File: config.mk
export PLATFORM = sky130hd
export DESIGN_NAME = peripheral_uart_rx
export DESIGN_NICKNAME = d
export VERILOG_FILES = /design/src/rtl/uart_rx_defs_pkg.sv /design/src/rtl/uart_rx_fifo.sv /design/src/rtl/peripheral_uart_rx.sv
export SDC_FILE = /design/constraint.sdc
export NUM_CORES = 1
export LEC_CHECK = 0
export BUFFER_PORTS_ARGS = -buffer_cell sky130_fd_sc_hd__buf_2
export CORE_ASPECT_RATIO = 0.9
export CORE_MARGIN = 1.5
export CORE_UTILIZATION = 39
export DETAILED_ROUTE_END_ITERATION = 7
export GPL_TIMING_DRIVEN = 0
export MAX_ROUTING_LAYER = met4
export PLACE_DENSITY = 0.68
export RECOVER_POWER = 50
export SYNTH_ARGS = -nofsm -noshare
export SYNTH_HDL_FRONTEND = slang
export SYNTH_SLANG_ARGS = --single-unit
File: constraint.sdc
create_clock -name clk -period 1.99 [get_ports clk]
set_input_delay 0.199 -clock clk [delete_from_list [all_inputs] [get_ports clk]]
set_output_delay 0.199 -clock clk [all_outputs]
set_load 0.01 [all_outputs]
File: src/rtl/uart_rx_defs_pkg.sv
// Shared definitions for the UART receive peripheral: register offsets,
// STATUS bit positions, receiver FSM encoding and oversampling constants.
package uart_rx_defs;

    localparam int unsigned OVERSAMPLE = 16;
    localparam int unsigned MID_TICK   = OVERSAMPLE / 2 - 1;

    localparam logic [3:0] REG_DATA   = 4'h0;
    localparam logic [3:0] REG_STATUS = 4'h2;
    localparam logic [3:0] REG_LEVEL  = 4'h4;
    localparam logic [3:0] REG_CLEAR  = 4'h6;

    localparam int unsigned ST_RX_READY  = 0;
    localparam int unsigned ST_OVERRUN   = 1;
    localparam int unsigned ST_FRAME_ERR = 2;

    typedef enum logic [1:0] {
        S_IDLE  = 2'd0,
        S_START = 2'd1,
        S_DATA  = 2'd2,
        S_STOP  = 2'd3
    } rx_state_e;

endpackage

File: src/rtl/uart_rx_fifo.sv
// Receive byte buffer. UART_RX_FIFO_EN selects a circular FIFO of DEPTH bytes;
// otherwise a single holding register. Flags and count are registered.
module uart_rx_fifo #(
    parameter int unsigned DEPTH = 8,
    parameter int unsigned CNT_W = 4
) (
    input  logic             clk,
    input  logic             rst,
    input  logic             push,
    input  logic             pop,
    input  logic [7:0]       din,
    output logic [7:0]       dout,
    output logic             full,
    output logic             empty,
    output logic [CNT_W-1:0] count
);

    logic             do_push_c;
    logic             do_pop_c;
    logic [CNT_W-1:0] count_nxt_c;

    // A pop frees the slot the same cycle, so a push into a full buffer still lands
    assign do_pop_c  = pop & ~empty;
    assign do_push_c = push & (~full | do_pop_c);

`ifdef UART_RX_FIFO_EN
    localparam int unsigned CAP   = DEPTH;
    localparam int unsigned PTR_W = $clog2(DEPTH);

    logic [7:0]       mem [DEPTH];
    logic [PTR_W-1:0] wr_ptr;
    logic [PTR_W-1:0] rd_ptr;

    always_ff @(posedge clk) begin
        if (rst) begin
            wr_ptr <= '0;
            rd_ptr <= '0;
        end else begin
            if (do_push_c) wr_ptr <= wr_ptr + PTR_W'(1);
            if (do_pop_c)  rd_ptr <= rd_ptr + PTR_W'(1);
        end
    end

    always_ff @(posedge clk) begin
        if (do_push_c) mem[wr_ptr] <= din;
    end

    assign dout = mem[rd_ptr];
`else
    localparam int unsigned CAP = 1;

    logic [7:0] hold_q;

    always_ff @(posedge clk) begin
        if (rst)            hold_q <= '0;
        else if (do_push_c) hold_q <= din;
    end

    assign dout = hold_q;
`endif

    always_comb begin
        count_nxt_c = count;
        if (do_push_c && !do_pop_c)      count_nxt_c = count + CNT_W'(1);
        else if (do_pop_c && !do_push_c) count_nxt_c = count - CNT_W'(1);
    end

    always_ff @(posedge clk) begin
        if (rst) begin
            count <= '0;
            empty <= 1'b1;
            full  <= 1'b0;
        end else begin
            count <= count_nxt_c;
            empty <= (count_nxt_c == '0);
            full  <= (count_nxt_c == CNT_W'(CAP));
        end
    end

endmodule

File: src/rtl/peripheral_uart_rx.sv
// 16x-oversampled 8N1 UART receiver with J1 peripheral bus registers.
// Buffer depth is set by UART_RX_FIFO_EN (FIFO) or its absence (one byte).
module peripheral_uart_rx
    import uart_rx_defs::*;
#(
    parameter int unsigned CLK_FREQ   = 50000000,
    parameter int unsigned BAUD       = 115200,
    parameter int unsigned FIFO_DEPTH = 8
) (
    input  logic        clk,
    input  logic        rst,
    input  logic [15:0] d_in,
    input  logic        cs,
    input  logic [3:0]  addr,
    input  logic        rd,
    input  logic        wr,
    output logic [15:0] d_out,
    input  logic        uart_rx,
    output logic        rx_ready
);

    localparam int unsigned DIV   = CLK_FREQ / (BAUD * OVERSAMPLE);
    localparam int unsigned DIV_W = (DIV > 1) ? $clog2(DIV) : 1;
    localparam int unsigned CNT_W = $clog2(FIFO_DEPTH) + 1;

    logic             rx_meta, rx_s;
    logic [DIV_W-1:0] div_cnt;
    logic             tick_c;

    rx_state_e        state, state_nxt;
    logic [3:0]       tick_cnt, tick_cnt_nxt;
    logic [2:0]       bit_cnt, bit_cnt_nxt;
    logic [7:0]       shift, shift_nxt;
    logic             armed, armed_nxt;
    logic             push_c, ferr_set_c;

    logic             fifo_full, fifo_empty;
    logic [7:0]       fifo_dout;
    logic [CNT_W-1:0] fifo_count;
    logic             rd_c, pop_c, clr_c, overrun_set_c;
    logic             overrun, frame_err;
    logic [15:0]      rdata_c;
    logic             unused_c;

    // Two-flop synchronizer, idle-high reset so reset never looks like a start bit
    always_ff @(posedge clk) begin
        if (rst) begin
            rx_meta <= 1'b1;
            rx_s    <= 1'b1;
        end else begin
            rx_meta <= uart_rx;
            rx_s    <= rx_meta;
        end
    end

    assign tick_c = (div_cnt == DIV_W'(DIV - 1));

    always_ff @(posedge clk) begin
        if (rst)         div_cnt <= '0;
        else if (tick_c) div_cnt <= '0;
        else             div_cnt <= div_cnt + DIV_W'(1);
    end

    always_ff @(posedge clk) begin
        if (rst) begin
            state    <= S_IDLE;
            tick_cnt <= '0;
            bit_cnt  <= '0;
            shift    <= '0;
            armed    <= 1'b0;
        end else begin
            state    <= state_nxt;
            tick_cnt <= tick_cnt_nxt;
            bit_cnt  <= bit_cnt_nxt;
            shift    <= shift_nxt;
            armed    <= armed_nxt;
        end
    end

    // Frame FSM; IDLE only rearms after seeing the line high (break / bad stop)
    always_comb begin
        state_nxt    = state;
        tick_cnt_nxt = tick_cnt;
        bit_cnt_nxt  = bit_cnt;
        shift_nxt    = shift;
        armed_nxt    = armed;
        push_c       = 1'b0;
        ferr_set_c   = 1'b0;
        if (tick_c) begin
            case (state)
                S_IDLE: begin
                    if (!armed) begin
                        armed_nxt = rx_s;
                    end else if (!rx_s) begin
                        state_nxt    = S_START;
                        tick_cnt_nxt = '0;
                    end
                end
                S_START: begin
                    if (tick_cnt == 4'(MID_TICK)) begin
                        tick_cnt_nxt = '0;
                        bit_cnt_nxt  = '0;
                        state_nxt    = rx_s ? S_IDLE : S_DATA;
                    end else begin
                        tick_cnt_nxt = tick_cnt + 4'd1;
                    end
                end
                S_DATA: begin
                    if (tick_cnt == 4'(OVERSAMPLE - 1)) begin
                        tick_cnt_nxt = '0;
                        shift_nxt    = {rx_s, shift[7:1]};
                        bit_cnt_nxt  = bit_cnt + 3'd1;
                        if (bit_cnt == 3'd7) state_nxt = S_STOP;
                    end else begin
                        tick_cnt_nxt = tick_cnt + 4'd1;
                    end
                end
                S_STOP: begin
                    if (tick_cnt == 4'(OVERSAMPLE - 1)) begin
                        tick_cnt_nxt = '0;
                        state_nxt    = S_IDLE;
                        armed_nxt    = 1'b0;
                        push_c       = rx_s;
                        ferr_set_c   = ~rx_s;
                    end else begin
                        tick_cnt_nxt = tick_cnt + 4'd1;
                    end
                end
                default: state_nxt = S_IDLE;
            endcase
        end
    end

    uart_rx_fifo #(
        .DEPTH (FIFO_DEPTH),
        .CNT_W (CNT_W)
    ) u_fifo (
        .clk   (clk),
        .rst   (rst),
        .push  (push_c),
        .pop   (pop_c),
        .din   (shift),
        .dout  (fifo_dout),
        .full  (fifo_full),
        .empty (fifo_empty),
        .count (fifo_count)
    );

    assign rx_ready      = ~fifo_empty;
    assign rd_c          = cs & rd;
    assign pop_c         = rd_c & (addr == REG_DATA) & ~fifo_empty;
    assign clr_c         = cs & wr & (addr == REG_CLEAR);
    assign overrun_set_c = push_c & fifo_full & ~pop_c;
    assign unused_c      = ^d_in[15:2];

    always_comb begin
        rdata_c = '0;
        case (addr)
            REG_DATA:   if (!fifo_empty) rdata_c = {8'h00, fifo_dout};
            REG_STATUS: begin
                rdata_c[ST_RX_READY]  = ~fifo_empty;
                rdata_c[ST_OVERRUN]   = overrun;
                rdata_c[ST_FRAME_ERR] = frame_err;
            end
            REG_LEVEL:  rdata_c = 16'(fifo_count);
            default:    rdata_c = '0;
        endcase
    end

    // Sticky flags: a set in the same cycle as a W1C wins
    always_ff @(posedge clk) begin
        if (rst) begin
            d_out     <= '0;
            overrun   <= 1'b0;
            frame_err <= 1'b0;
        end else begin
            if (overrun_set_c)         overrun <= 1'b1;
            else if (clr_c && d_in[0]) overrun <= 1'b0;
            if (ferr_set_c)            frame_err <= 1'b1;
            else if (clr_c && d_in[1]) frame_err <= 1'b0;
            if (rd_c)                  d_out <= rdata_c;
        end
    end

endmodule

## After elaboration in Yosys (flattened, before gate mapping)

Cells that the tools add are included.

- Bits in writable memories: 0
- Memory bits (read-only): 0
- Memories kept: 0
- Bits in latches: 0
- Bits of input ports: 26
- Flip-flop bits (word level): 57
- Output and inout port bits: 17
- Logic and storage cells: 105

- $mul: 0
- Shifts and indexed selects: 0
- Equal/unequal tests: 17
- Add/subtract/negate cells: 5
- Multiplexer cells: 34
- Div/mod/pow operators: 0
- Reductions and logical operators: 20
- $lt $le $gt $ge: 0
- Bitwise logic cells: 14

Operators by type and width:

| cell | number |
|---|---|
| $pmux W13 S2 | 1 |
| $mux W4 | 6 |
| $mux W2 | 7 |
| $eq A4 B3 Y1 const B | 3 |
| $mux W1 | 12 |
| $ne A2 B2 Y1 const B | 6 |
| $pmux W4 S3 | 1 |
| $and A1 B1 Y1 | 9 |
| $pmux W3 S3 | 1 |
| $reduce_and A3 Y1 | 3 |
| $add A4 B1 Y4 const B | 2 |
| $logic_not A4 Y1 | 2 |
| $mux W8 | 1 |
| $pmux W2 S4 | 1 |
| $reduce_bool A2 Y1 | 4 |
| $reduce_and A7 Y1 | 1 |
| $mux W3 | 2 |
| $pmux W3 S2 | 1 |
| $add A5 B1 Y5 const B | 1 |
| $eq A5 B5 Y1 const B | 1 |
| $eq A2 B2 Y1 const B | 2 |
| $eq A4 B1 Y1 const B | 1 |
| $eq A4 B2 Y1 const B | 1 |
| $eq A4 B4 Y1 const B | 1 |
| other kinds (12) | 20 |

## Depth between registers and ports, before layout

Gate-level depths: netlist of the first run.

- Depth in word-level cells: 11
- Mapped depth: 9
- Mapped depth without buffers: 8

## Hierarchy

Synthesis of the first run repeated with hierarchy kept, for this count alone.

- Cells, all modules: 247
- Area total of the unflattened synthesis: 2301.0 µm²

Modules (own cells, without submodules):

| module | seq. area each (µm²) | instances | area an instance (µm²) | cells an instance |
|---|---|---|---|---|
| peripheral_uart_rx | 700.7 | 1 | 1642.8 | 183 |
| uart_rx_fifo | 280.3 | 1 | 658.1 | 64 |

## Worst setup path after synthesis of the first run

OpenSTA, ideal clock, no wires.

- Path type: register -> register
- Start: reg div_cnt[0]
- End: reg u_fifo.full
- Buffers on the path: 1
- Cell stages (with the launch flop): 10
- Period minus slack after synthesis: 2.031 ns
- Data required time: 1.917 ns
- Library setup time: 0.073 ns
- Slack: -0.041 ns
- Arrival time: 1.958 ns
- Cell sequence: dfxtp_1 inv_1 ha_1 nand4b_4 or4_4 buf_6 mux2i_1 xnor2_1 nand3_2 nor3b_2

- Cells in the longest elaborated chain, start to end: 8
- Elaborated cells on any way between the ends: 9
- Classes of those cells: eq/ne: 2; mux: 3; bitwise: 1; reduce/logical: 3

Ends and longest elaborated chain:

| what | line | RTL |
|---|---|---|
| start: declaration | peripheral_uart_rx.sv:27 | `logic [DIV_W-1:0] div_cnt;` |
| start signal: assignment | peripheral_uart_rx.sv:61 | `else div_cnt <= div_cnt + DIV_W'(1);` |
| $eq A5 B5 Y1 * | peripheral_uart_rx.sv:56 | `assign tick_c = (div_cnt == DIV_W'(DIV - 1));` |
| $mux W1 * | peripheral_uart_rx.sv:89 | `if (tick_c) begin` |
| $and A1 B1 Y1 * | uart_rx_fifo.sv:24 | `assign do_push_c = push & (~full \| do_pop_c);` |
| $logic_not A1 Y1 | uart_rx_fifo.sv:65 | `else if (do_pop_c && !do_push_c) count_nxt_c = count - CNT_W'(1);` |
| $logic_and A1 B1 Y1 | uart_rx_fifo.sv:65 |  |
| $mux W4 | uart_rx_fifo.sv:65 |  |
| $mux W4 * | uart_rx_fifo.sv:64 | `if (do_push_c && !do_pop_c) count_nxt_c = count + CNT_W'(1);` |
| $eq A4 B1 Y1 * | uart_rx_fifo.sv:76 | `full <= (count_nxt_c == CNT_W'(CAP));` |
| end signal: assignment | uart_rx_fifo.sv:76 |  |
| end: declaration | uart_rx_fifo.sv:13 | `output logic full,` |

Every way passes the cells marked *; elsewhere a longest branch is shown, timed or not.
A chain may end at the register's enable or synchronous reset.

## Final worst setup path of the first run

- Start: reg tick_cnt[1]
- End: reg u_fifo.full

- Cells in the longest elaborated chain, start to end: 10
- Elaborated cells on any way between the ends: 11
- Classes of those cells: eq/ne: 2; mux: 5; bitwise: 1; reduce/logical: 3

Ends and longest elaborated chain:

| what | line | RTL |
|---|---|---|
| start: declaration | peripheral_uart_rx.sv:31 | `logic [3:0] tick_cnt, tick_cnt_nxt;` |
| start signal: assignment | peripheral_uart_rx.sv:73 | `tick_cnt <= tick_cnt_nxt;` |
| $eq A4 B4 Y1 * | peripheral_uart_rx.sv:119 | `if (tick_cnt == 4'(OVERSAMPLE - 1)) begin` |
| $mux W1 * | peripheral_uart_rx.sv:119 |  |
| $mux W1 * | peripheral_uart_rx.sv:90 | `case (state)` |
| $mux W1 * | peripheral_uart_rx.sv:89 |  |
| $and A1 B1 Y1 * | uart_rx_fifo.sv:24 |  |
| $logic_not A1 Y1 | uart_rx_fifo.sv:65 |  |
| $logic_and A1 B1 Y1 | uart_rx_fifo.sv:65 |  |
| $mux W4 | uart_rx_fifo.sv:65 |  |
| $mux W4 * | uart_rx_fifo.sv:64 |  |
| $eq A4 B1 Y1 * | uart_rx_fifo.sv:76 |  |

Marks and branches as above.

==> results of run 1 <==
## Yosys cell counts (3+ instances only)
cell type  instances  area [sq um]
nand3b_1           5          37.5
nor4_1             3          18.8
nand2b_1           5          31.3
nor2_1            34           128
a22oi_1            9          67.6
nor3b_1            4          30.0
buf_4              8          60.1
nand2_1           24          90.1
buf_2              3          15.0
clkbuf_1           9          33.8
xnor2_1            4          35.0
inv_1              9          33.8
nand3_1            7          35.0
nor3_1             8          40.0
or3_1              3          18.8
mux2i_1           12           120
a21oi_1           26           130
nor2b_1            3          18.8
o21ai_0            9          45.0
ha_1               7          87.6
dfxtp_1           49           981
## stage by stage
stage | cell area [sq um] | util, % | hold WS (ns) | setup slack [ns] | cells
3_3_place_gp | 2550 | 44.6 | 0.386 | -0.138 | 366
3_5_place_dp | 2550 | 44.6 | 0.384 | -0.130 | 366
2_1_floorplan | 2370 | - | 0.303 | 0.00568 | 277
5_1_grt | 2750 | 48.1 | 0.0645 | -0.129 | 379
4_1_cts | 2700 | 47.1 | 0.0589 | 0.00901 | 377
6_report | 2750 | 48.1 | 0.0689 | -0.00154 | 379
## worst max-delay path: stages (launching register included)
cell	delay [ns]
dfxtp_4	0.37
ha_4	0.18
nand4_1	0.23
nor3_2	0.34
mux2i_1	0.26
xor2_1	0.26
nand3_2	0.13
nor3b_2	0.16
## registers in the layout (all words and copies together) (netlist names), named ones only
signal	count
overrun	1
d_out	8
u_fifo.dout	8
u_fifo.count	4
state	1
rx_s	1
div_cnt	5
u_fifo.empty	1
rx_meta	1
frame_err	1
armed	1
shift	8
tick_cnt	4
u_fifo.full	1
bit_cnt	3
## how the worst max path moves through the flow
stage	to	depth (start not counted)
floorplan	u_fifo.full$_SDFF_PP0_	9
global placement	u_fifo.full$_SDFF_PP0_	8
detailed placement	u_fifo.full$_SDFF_PP0_	8
CTS	u_fifo.full$_SDFF_PP0_	8
global route	u_fifo.empty$_SDFF_PP1_	7
finish	u_fifo.full$_SDFF_PP0_	7
## area by class of cell
cell class / instances / area share [%]
Tap cell: 70 / 3.18
Buffer: 20 / 4.13
Clock inverter: 3 / 0.818
Multi-Input combinational cell: 198 / 47.0
Sequential cell: 49 / 36.0
Timing Repair Buffer: 25 / 5.13
Clock buffer: 5 / 2.50
Inverter: 9 / 1.23
## power groups by stage
stage | clock network, W | logic, W | registers [W]
after floorplan | 0 | 0.0000569 | 0.00101
after global placement | 0 | 0.0000813 | 0.00102
after detailed placement | 0 | 0.0000823 | 0.00102
after CTS | 0.000617 | 0.0000877 | 0.000994
after global routing | 0.000657 | 0.0000983 | 0.000994
final | 0.000593 | 0.0000881 | 0.000992
## what timing repair did
| item | 4_1_cts | 5_1_grt |
|---|---|---|
| gates resized for setup | 7 | 13 |
| gates cloned | 0 | 0 |
| setup endpoints to repair | 19 | 23 |
| setup buffers | 4 | 2 |
| pin swaps | 5 | 6 |
| hold buffers | 0 | 0 |
## per-layer routing
layer / global-route usage, % / wire length, um
met1: 20.3 / 2410
met2: 22.2 / 2000
met3: 3.25 / 276
met4: 6.61 / 91
met5: - / 0
## cells by family (layout without fill, tap and decap cells)
logic type,count (synthesis),after routing
compound gates,54,54
xor+xnor,6,6
fa+ha+maj,7,7
buf+inv,30,62
flops,49,49
mux,12,12
other cells,1,8
simple gates,111,111
==> flow_metrics.py, run 1 <==
metrics = {
    "synth": {
        "yosysUniqueCellTypes": 46,
        "synthMuxAreaShare_pct": 5.16,
        "synth_top_family_by_area": "simple AND/OR/NAND/NOR gates",
        "synth_area_sq_um": 2330,
        "synth-compound-area-share_pct": 14.1,
        "synth_fa_ha_area_share_pct": 3.76,
        "synth_edf_count": 0,
        "async_flop_share_pct": 0,
        "seq_area_frac_synth_pct": 42.1,
        "synth_xor_area_share_pct": 2.26,
        "yosys_warnings": 0,
        "syn_avg_cell_area_sq_um": 8.63,
        "synth-simple-area-share_pct": 25.8,
        "ys_ff_latch": 49,
        "synth_ff_type": "dfxtp_1",
        "syn_inst": 270,
    },
    "floorplanning": {
        "die_x_um": 84.5,
        "die_h_um": 76.3,
        "die_area_sq_um": 6450,
        "ios": 43,
        "start_util_pct": 40.7,
        "core-area_sq_um": 5730,
        "rows": 26,
    },
    "worst_hold_path": {
        "whs_path_depth": 2,
        "holdPathEnd": "rx_meta$_SDFF_PP1_",
        "min-delay-start": "uart_rx",
        "hold_path_class": "in -> reg",
    },
    "clock_network": {
        "worstSkewPairLatency_ns": 0.31,
        "cts.path.max_buffers": 2,
        "clk_pin_slew_ns": 0.08,
        "h-tree-depth": 2,
        "clockRootBuffer": "clkbuf_8",
        "numCtsBuffers": 5,
        "clock-sinks": 49,
        "cts_tree": "done",
    },
    "worst_setup_path": {
        "r2r_end": "u_fifo.full$_SDFF_PP0_",
        "startpoint": "tick_cnt[1]$_SDFFE_PP0P_",
        "crit_type": "reg -> reg",
        "arrival_ns": 2.23,
        "r2r_slack_ns": -0.002,
        "cp-start-kind": "flop",
        "r2r-start": "tick_cnt[1]$_SDFFE_PP0P_",
        "crit_required_ns": 2.23,
        "ff2ff_path_depth": 7,
        "worst-path-max-fanout": 6,
        "cp-end-kind": "flop",
    },
    "layout": {
        "finalNetCount": 341,
        "final_cell_mix": "dfxtp_1 (45), nor2_1 (33), a21oi_1 (25), nand2_1 (22), clkbuf_1 (18)",
        "drive_above_1_share_pct": 19.4,
        "antenna_cells": 0,
        "multi_input_area_sq_um": 1290,
        "seqCellArea_sq_um": 991,
        "final_common_cell": "dfxtp_1",
        "n_fill_cell": 573,
        "synthToLayoutAreaGrowth_pct": 18.2,
    },
    "run_status": {
        "status": "complete, but fails checks",
        "violations": "negative setup slack",
    },
    "global_routing": {
        "grt_use_total_pct": 15.2,
        "grt_first_pass_wirelength_mm": 7.63,
        "antenna_found_initial": 0,
        "grt_max_degree": 17,
        "grt_pass1_vias": 1667,
        "gr-total-overflow": 0,
    },
    "sta": {
        "setup_tns_ns": -0.00154,
        "slew_headroom_pct": 53.7,
        "max_freq_mhz": 502,
        "finalMaxSlewViolations": 0,
        "hold_violations": 0,
        "setup_viol": 1,
        "tightest_slew_ns": 0.685,
        "fin_ws_ns": -0.00154,
        "min_period_over_period_pct": 100,
        "clock_skew_ns": 0.0120,
        "rsz0062_at_grt": "yes",
        "period_minus_slack_ns": 1.99,
    },
    "place": {
        "io_buffers": 19,
        "dp_hpwl_mm": 3.31,
        "place_congestion": 0.811,
    },
    "detailed_routing": {
        "dr.pass1.iters": 4,
        "vias_per_cell": 5.14,
        "ant_nets": 0,
        "wl_mm": 4.78,
        "drtIter0Drc": 145,
        "drc": 0,
        "vias": 1947,
        "wire_per_inst_um": 12.6,
    },
    "power_and_ir_drop": {
        "power_density_nw_per_um2": 608,
        "p_sw_w": 0.000402,
        "p_total_w": 0.00167,
        "internal_power_w": 0.00127,
        "leakage_nw": 1.03,
        "swShare_pct": 24.1,
        "combPwrFrac_pct": 5.3,
        "seqPwrFrac_pct": 59.3,
        "clkPwrFrac_pct": 35.4,
        "ir_drop_v": 0.000387,
    },
    "job": {
        "drv_cap": 0,
    },
}
Note: power is estimated with default switching activity, not from simulation.
==> run 2: changes to the inputs <==
--- a/config.mk
+++ b/config.mk
@@ -10,10 +10,11 @@
 export CORE_MARGIN = 1.5
 export CORE_UTILIZATION = 39
 export DETAILED_ROUTE_END_ITERATION = 7
-export GPL_TIMING_DRIVEN = 0
+export GPL_TIMING_DRIVEN = 1
 export MAX_ROUTING_LAYER = met4
 export PLACE_DENSITY = 0.68
 export RECOVER_POWER = 50
+export SKIP_LAST_GASP = 1
 export SYNTH_ARGS = -nofsm -noshare
 export SYNTH_HDL_FRONTEND = slang
 export SYNTH_SLANG_ARGS = --single-unit
==> flow_metrics.py, run 2 (same netlist as run 1, synthesis figures left out) <==
metrics = {
    "run_status": {
        "status": "complete, but fails checks",
        "violations": "negative setup slack",
    },
    "worst_setup_path": {
        "cp-end-kind": "flop",
        "startpoint": "div_cnt[0]$_SDFF_PP0_",
        "cp_top_family": "simple AND/OR/NAND/NOR gates",
        "worst-path-max-fanout": 5,
        "worst_path_largest_cell_delay_ns": 0.57,
        "crit_type": "reg -> reg",
        "critical_path.cell_chain": "inv_2 > ha_4 > nand4b_4 > or4_4 > nor3_4 > buf_4 > o31a_4 > nand3_4 > nor3b_2",
        "crit_required_ns": 2.23,
        "path_buf_inv": 2,
        "ff2ff_path_depth": 9,
        "arrival_ns": 2.26,
        "cp-start-kind": "flop",
        "r2r-start": "div_cnt[0]$_SDFF_PP0_",
        "critPathSlowestCell": "or4_4",
        "path_depth": 9,
    },
    "place": {
        "dp.cells": 368,
        "dp_hpwl_mm": 3.24,
        "io_buffers": 20,
        "place_congestion": 0.804,
    },
    "floorplanning": {
        "die_h_um": 76.3,
        "rows": 26,
        "ios": 43,
        "die_area_sq_um": 6450,
        "die_x_um": 84.5,
        "start_util_pct": 40.7,
        "core-area_sq_um": 5730,
    },
    "layout": {
        "final_cell_mix": "dfxtp_1 (46), nor2_1 (34), a21oi_1 (25), nand2_1 (24), buf_4 (24)",
        "synthToLayoutAreaGrowth_pct": 21.4,
        "finalNetCount": 342,
        "final_cells": 380,
        "final_core_util_pct": 49.4,
        "drive_above_1_share_pct": 22.6,
        "antenna_cells": 0,
        "final_common_cell": "dfxtp_1",
    },
    "worst_hold_path": {
        "min-delay-start": "uart_rx",
        "hold_path_class": "in -> reg",
        "whs_path_depth": 2,
    },
    "sta": {
        "setup_viol": 1,
        "hold_violations": 0,
        "period_minus_slack_ns": 2.01,
        "min_period_over_period_pct": 101,
        "slew_headroom_pct": 66.6,
        "fin_ws_ns": -0.0236,
        "rsz0062_at_grt": "yes",
        "clock_skew_ns": 0.00453,
        "holdWs_ns": 0.0620,
        "max_freq_mhz": 497,
        "finalMaxSlewViolations": 0,
        "tightest_slew_ns": 0.497,
    },
    "detailed_routing": {
        "wl_mm": 4.57,
        "wire_per_inst_um": 12.0,
        "topRoutingLayerUsed": "met4",
        "drc": 0,
        "drt-met1-wl_mm": 2.36,
        "route.met2.wl_mm": 1.97,
        "dr.pass1.iters": 4,
        "vias_per_cell": 5.09,
        "wl_met3_um": 176,
        "ant_nets": 0,
        "drtIter0Drc": 96,
        "vias": 1935,
    },
    "clock_network": {
        "numCtsBuffers": 5,
        "clock-sinks": 49,
        "cts_hold_buf": 0,
        "worstSkewPairLatency_ns": 0.31,
        "clk_pin_slew_ns": 0.10,
        "cts_tree": "done",
        "clockRootBuffer": "clkbuf_8",
        "h-tree-depth": 2,
        "cts.path.max_buffers": 2,
    },
    "job": {
        "drv_cap": 0,
    },
    "power_and_ir_drop": {
        "ir_drop_v": 0.000422,
        "leakage_nw": 1.05,
        "power_density_nw_per_um2": 601,
    },
    "global_routing": {
        "grt_max_degree": 26,
        "grt_first_pass_wirelength_mm": 7.64,
        "grt_use_total_pct": 14.8,
        "antenna_found_initial": 0,
        "grt_pass1_vias": 1700,
        "gr-total-overflow": 0,
    },
}
[run 2: changes by cell type in the layout (fill, tap and decap cells not counted), moves of 2 or more]
| cell | delta |
|---|---|
| buf_4 | +11 |
| clkbuf_1 | -9 |
| clkinv_4 | -2 |
| nand2_1 | +2 |
| dfxtp_4 | -2 |
| clkinvlp_4 | +2 |
| mux2i_1 | -2 |
| clkbuf_4 | -2 |
[run 2: repair_timing]
item	CTS	global route
buffers inserted	2	2
endpoints found under the setup margin	2	14
pin swaps	5	8
gates resized for setup	5	12
[run 2: cell type report]
type | instances | area, sq um
well taps | 70 | 87.6
multi-input cells | 198 | 1320
flip-flops and latches | 49 | 985
clock buffers | 5 | 68.8
repair buffers | 46 | 309
fillers | 579 | 2900
clock inverters | 3 | 26.3
inverters | 9 | 33.8
[run 2: through the flow]
stage	total power, W	setup TNS, ns	setup WS, ns	area, sq um
floorplan	0.00107	0	0.00568	2370
finish	0.00170	-0.0236	-0.0236	2830
detailed placement	0.00109	-0.0232	-0.0232	2630
global placement	0.00109	-0.000111	-0.000111	2630
global route	0.00177	-0.382	-0.136	2830
CTS	0.00173	0	0.00453	2760
[run 2: power breakdown]
part	total, W	internal (W)	switching, W
logic	0.0000831	0.0000342	0.0000489
registers	0.000993	0.000988	0.00000577
clock network	0.000622	0.000256	0.000366
[run 2: layer usage]
layer,up-vias,track usage (%)
li1,1007,-
met1,893,20.1
met2,29,21.5
met3,6,3.68
met4,0,5.32
met5,-,-
[run 2: path summary, 6_finish.rpt]
check	endpoint	slack, ns
setup / recovery	u_fifo.full$_SDFF_PP0_	-0.02
hold / removal	rx_meta$_SDFF_PP1_	0.06
setup reg to reg	u_fifo.full$_SDFF_PP0_	-0.02
hold reg to reg	rx_s$_SDFF_PP1_	0.42
[run 2: worst reg2reg max path, stage by stage, from the launching register on]
cell and delay [ns]:
dfxtp_2 0.33, inv_2 0.05, ha_4 0.14, nand4b_4 0.12, or4_4 0.58, nor3_4 0.22
buf_4 0.14, o31a_4 0.13, nand3_4 0.07, nor3b_2 0.18
==> run 3: changes to the inputs <==
==> constraint.sdc (replaced) <==
create_clock -name clk -period 1.8 [get_ports clk]
set_input_delay 0.18 -clock clk [delete_from_list [all_inputs] [get_ports clk]]
set_output_delay 0.18 -clock clk [all_outputs]
set_load 0.01 [all_outputs]
==> flow_metrics.py, run 3 (same netlist as run 1, synthesis figures left out) <==
metrics = {
    "worst_setup_path": {
        "crit_required_ns": 2.04,
        "arrival_ns": 2.18,
        "cp-start-kind": "flop",
        "crit_type": "reg -> reg",
        "critPathSlowestCell": "or4_4",
        "cp-end-kind": "flop",
        "critical_path.cell_chain": "inv_2 > ha_4 > nand4b_4 > or4_4 > mux2i_4 > xnor2_2 > nand3_2 > nor3b_2",
        "worst-path-max-fanout": 5,
        "worst_path_largest_cell_delay_ns": 0.57,
    },
    "clock_network": {
        "worstSkewPairLatency_ns": 0.31,
        "h-tree-depth": 2,
        "cts_setup_buffers": 0,
        "cts_tree": "done",
        "clock-sinks": 49,
        "numCtsBuffers": 5,
        "cts_hold_buf": 0,
        "clk_pin_slew_ns": 0.10,
        "cts.path.max_buffers": 2,
        "clockRootBuffer": "clkbuf_8",
    },
    "run_status": {
        "violations": "negative setup slack",
        "status": "complete, but fails checks",
    },
    "global_routing": {
        "grt_first_pass_wirelength_mm": 8.08,
        "grt_use_total_pct": 15.5,
        "antenna_found_initial": 0,
        "grt_pass1_vias": 1834,
        "gr-total-overflow": 0,
        "grt_max_degree": 27,
    },
    "sta": {
        "clock_skew_ns": 0.0101,
        "min_period_over_period_pct": 108,
        "rsz0062_at_grt": "yes",
        "setup_viol": 11,
        "hold_violations": 0,
        "period_minus_slack_ns": 1.94,
        "fin_ws_ns": -0.143,
        "max_freq_mhz": 515,
        "finalMaxSlewViolations": 0,
    },
    "power_and_ir_drop": {
        "clkPwrFrac_pct": 36.7,
        "power_density_nw_per_um2": 668,
        "internal_power_w": 0.00142,
        "swShare_pct": 24.9,
        "ir_drop_v": 0.000458,
        "seqPwrFrac_pct": 58.1,
        "combPwrFrac_pct": 5.2,
        "leakage_nw": 1.08,
        "p_sw_w": 0.000470,
    },
    "floorplanning": {
        "core-area_sq_um": 5730,
        "ios": 43,
        "die_h_um": 76.3,
        "die_area_sq_um": 6450,
        "start_util_pct": 40.7,
        "rows": 26,
        "die_x_um": 84.5,
    },
    "layout": {
        "drive_above_1_share_pct": 22.4,
        "final_core_util_pct": 49.3,
        "synthToLayoutAreaGrowth_pct": 21.2,
        "finalNetCount": 345,
        "design_area_sq_um": 2820,
        "final_common_cell": "dfxtp_1",
        "final_cell_mix": "dfxtp_1 (45), nor2_1 (34), a21oi_1 (26), nand2_1 (24), buf_4 (23)",
        "antenna_cells": 0,
    },
    "job": {
        "drv_cap": 0,
    },
    "place": {
        "io_buffers": 20,
        "place_congestion": 0.824,
        "placed_area_sq_um": 2700,
        "dp_hpwl_mm": 3.41,
    },
    "detailed_routing": {
        "ant_nets": 0,
        "vias": 1951,
        "drc": 0,
        "wire_per_inst_um": 12.2,
        "dr.pass1.iters": 4,
        "wl_mm": 4.66,
        "vias_per_cell": 5.09,
        "drtIter0Drc": 71,
    },
    "worst_hold_path": {
        "hold_path_class": "in -> reg",
    },
}
==> run 3: metal layers <==
metal  global-route usage (%)  share of wire, %  vias up
met3                     3.58               4.1        4
li1                         -                 -     1015
met4                     5.00               1.1        0
met5                        -                 0        -
met1                     20.3                51      900
met2                     23.8                44       32
==> run 3: cell type report <==
class                           instances  area (sq um)
Clock buffer                            5          68.8
Fill cell                             555          2900
Sequential cell                        49           986
Multi-Input combinational cell        198          1290
Tap cell                               70          87.6
Inverter                                9          33.8
Timing Repair Buffer                   49           332
Clock inverter                          3          25.0
==> run 3: worst paths after layout <==
check / startpoint / to / slack [ns] / cells after the start
worst max register to register: div_cnt[0]$_SDFF_PP0_ / u_fifo.full$_SDFF_PP0_ / -0.14 / 8
worst max-delay path: div_cnt[0]$_SDFF_PP0_ / u_fifo.full$_SDFF_PP0_ / -0.14 / 8
worst min register to register: rx_meta$_SDFF_PP1_ / rx_s$_SDFF_PP1_ / 0.41 / 1
worst min-delay path: uart_rx / rx_meta$_SDFF_PP1_ / 0.05 / 2
==> run 3: what timing repair did <==
| item | in CTS | in global routing |
|---|---|---|
| pin swaps | 1 | 5 |
| resized for setup | 1 | 9 |
| setup endpoints to repair | 12 | 13 |
==> run 3: critical path, delay by kind of cell (launching register included) <==
family | cells | cell delay, ns
xor+xnor | 1 | 0.18
fa+ha+maj | 1 | 0.13
buf+inv | 1 | 0.06
flops | 1 | 0.33
mux | 1 | 0.22
simple gates | 4 | 0.96
==> run 3: stage by stage <==
stage	setup TNS, ns	worst slack, ns	total power [W]	hold WS (ns)	cells
final	-0.824	-0.143	0.00189	0.0501	383
after global routing	-1.61	-0.215	0.00195	0.0361	383
after CTS	-0.656	-0.157	0.00191	0.0398	383
after floorplan	-0.896	-0.104	0.00119	0.284	277
after detailed placement	-0.522	-0.142	0.00122	0.367	375
after global placement	-0.253	-0.126	0.00122	0.367	375
==> run 3: power by group through the flow <==
| stage | Clock, W | Combinational (W) | Sequential [W] |
|---|---|---|---|
| finish | 0.000692 | 0.0000974 | 0.00110 |
| global route | 0.000748 | 0.000108 | 0.00110 |
| CTS | 0.000717 | 0.0000973 | 0.00110 |
| detailed placement | 0 | 0.0000968 | 0.00112 |
| global placement | 0 | 0.0000946 | 0.00112 |
| floorplan | 0 | 0.0000652 | 0.00112 |
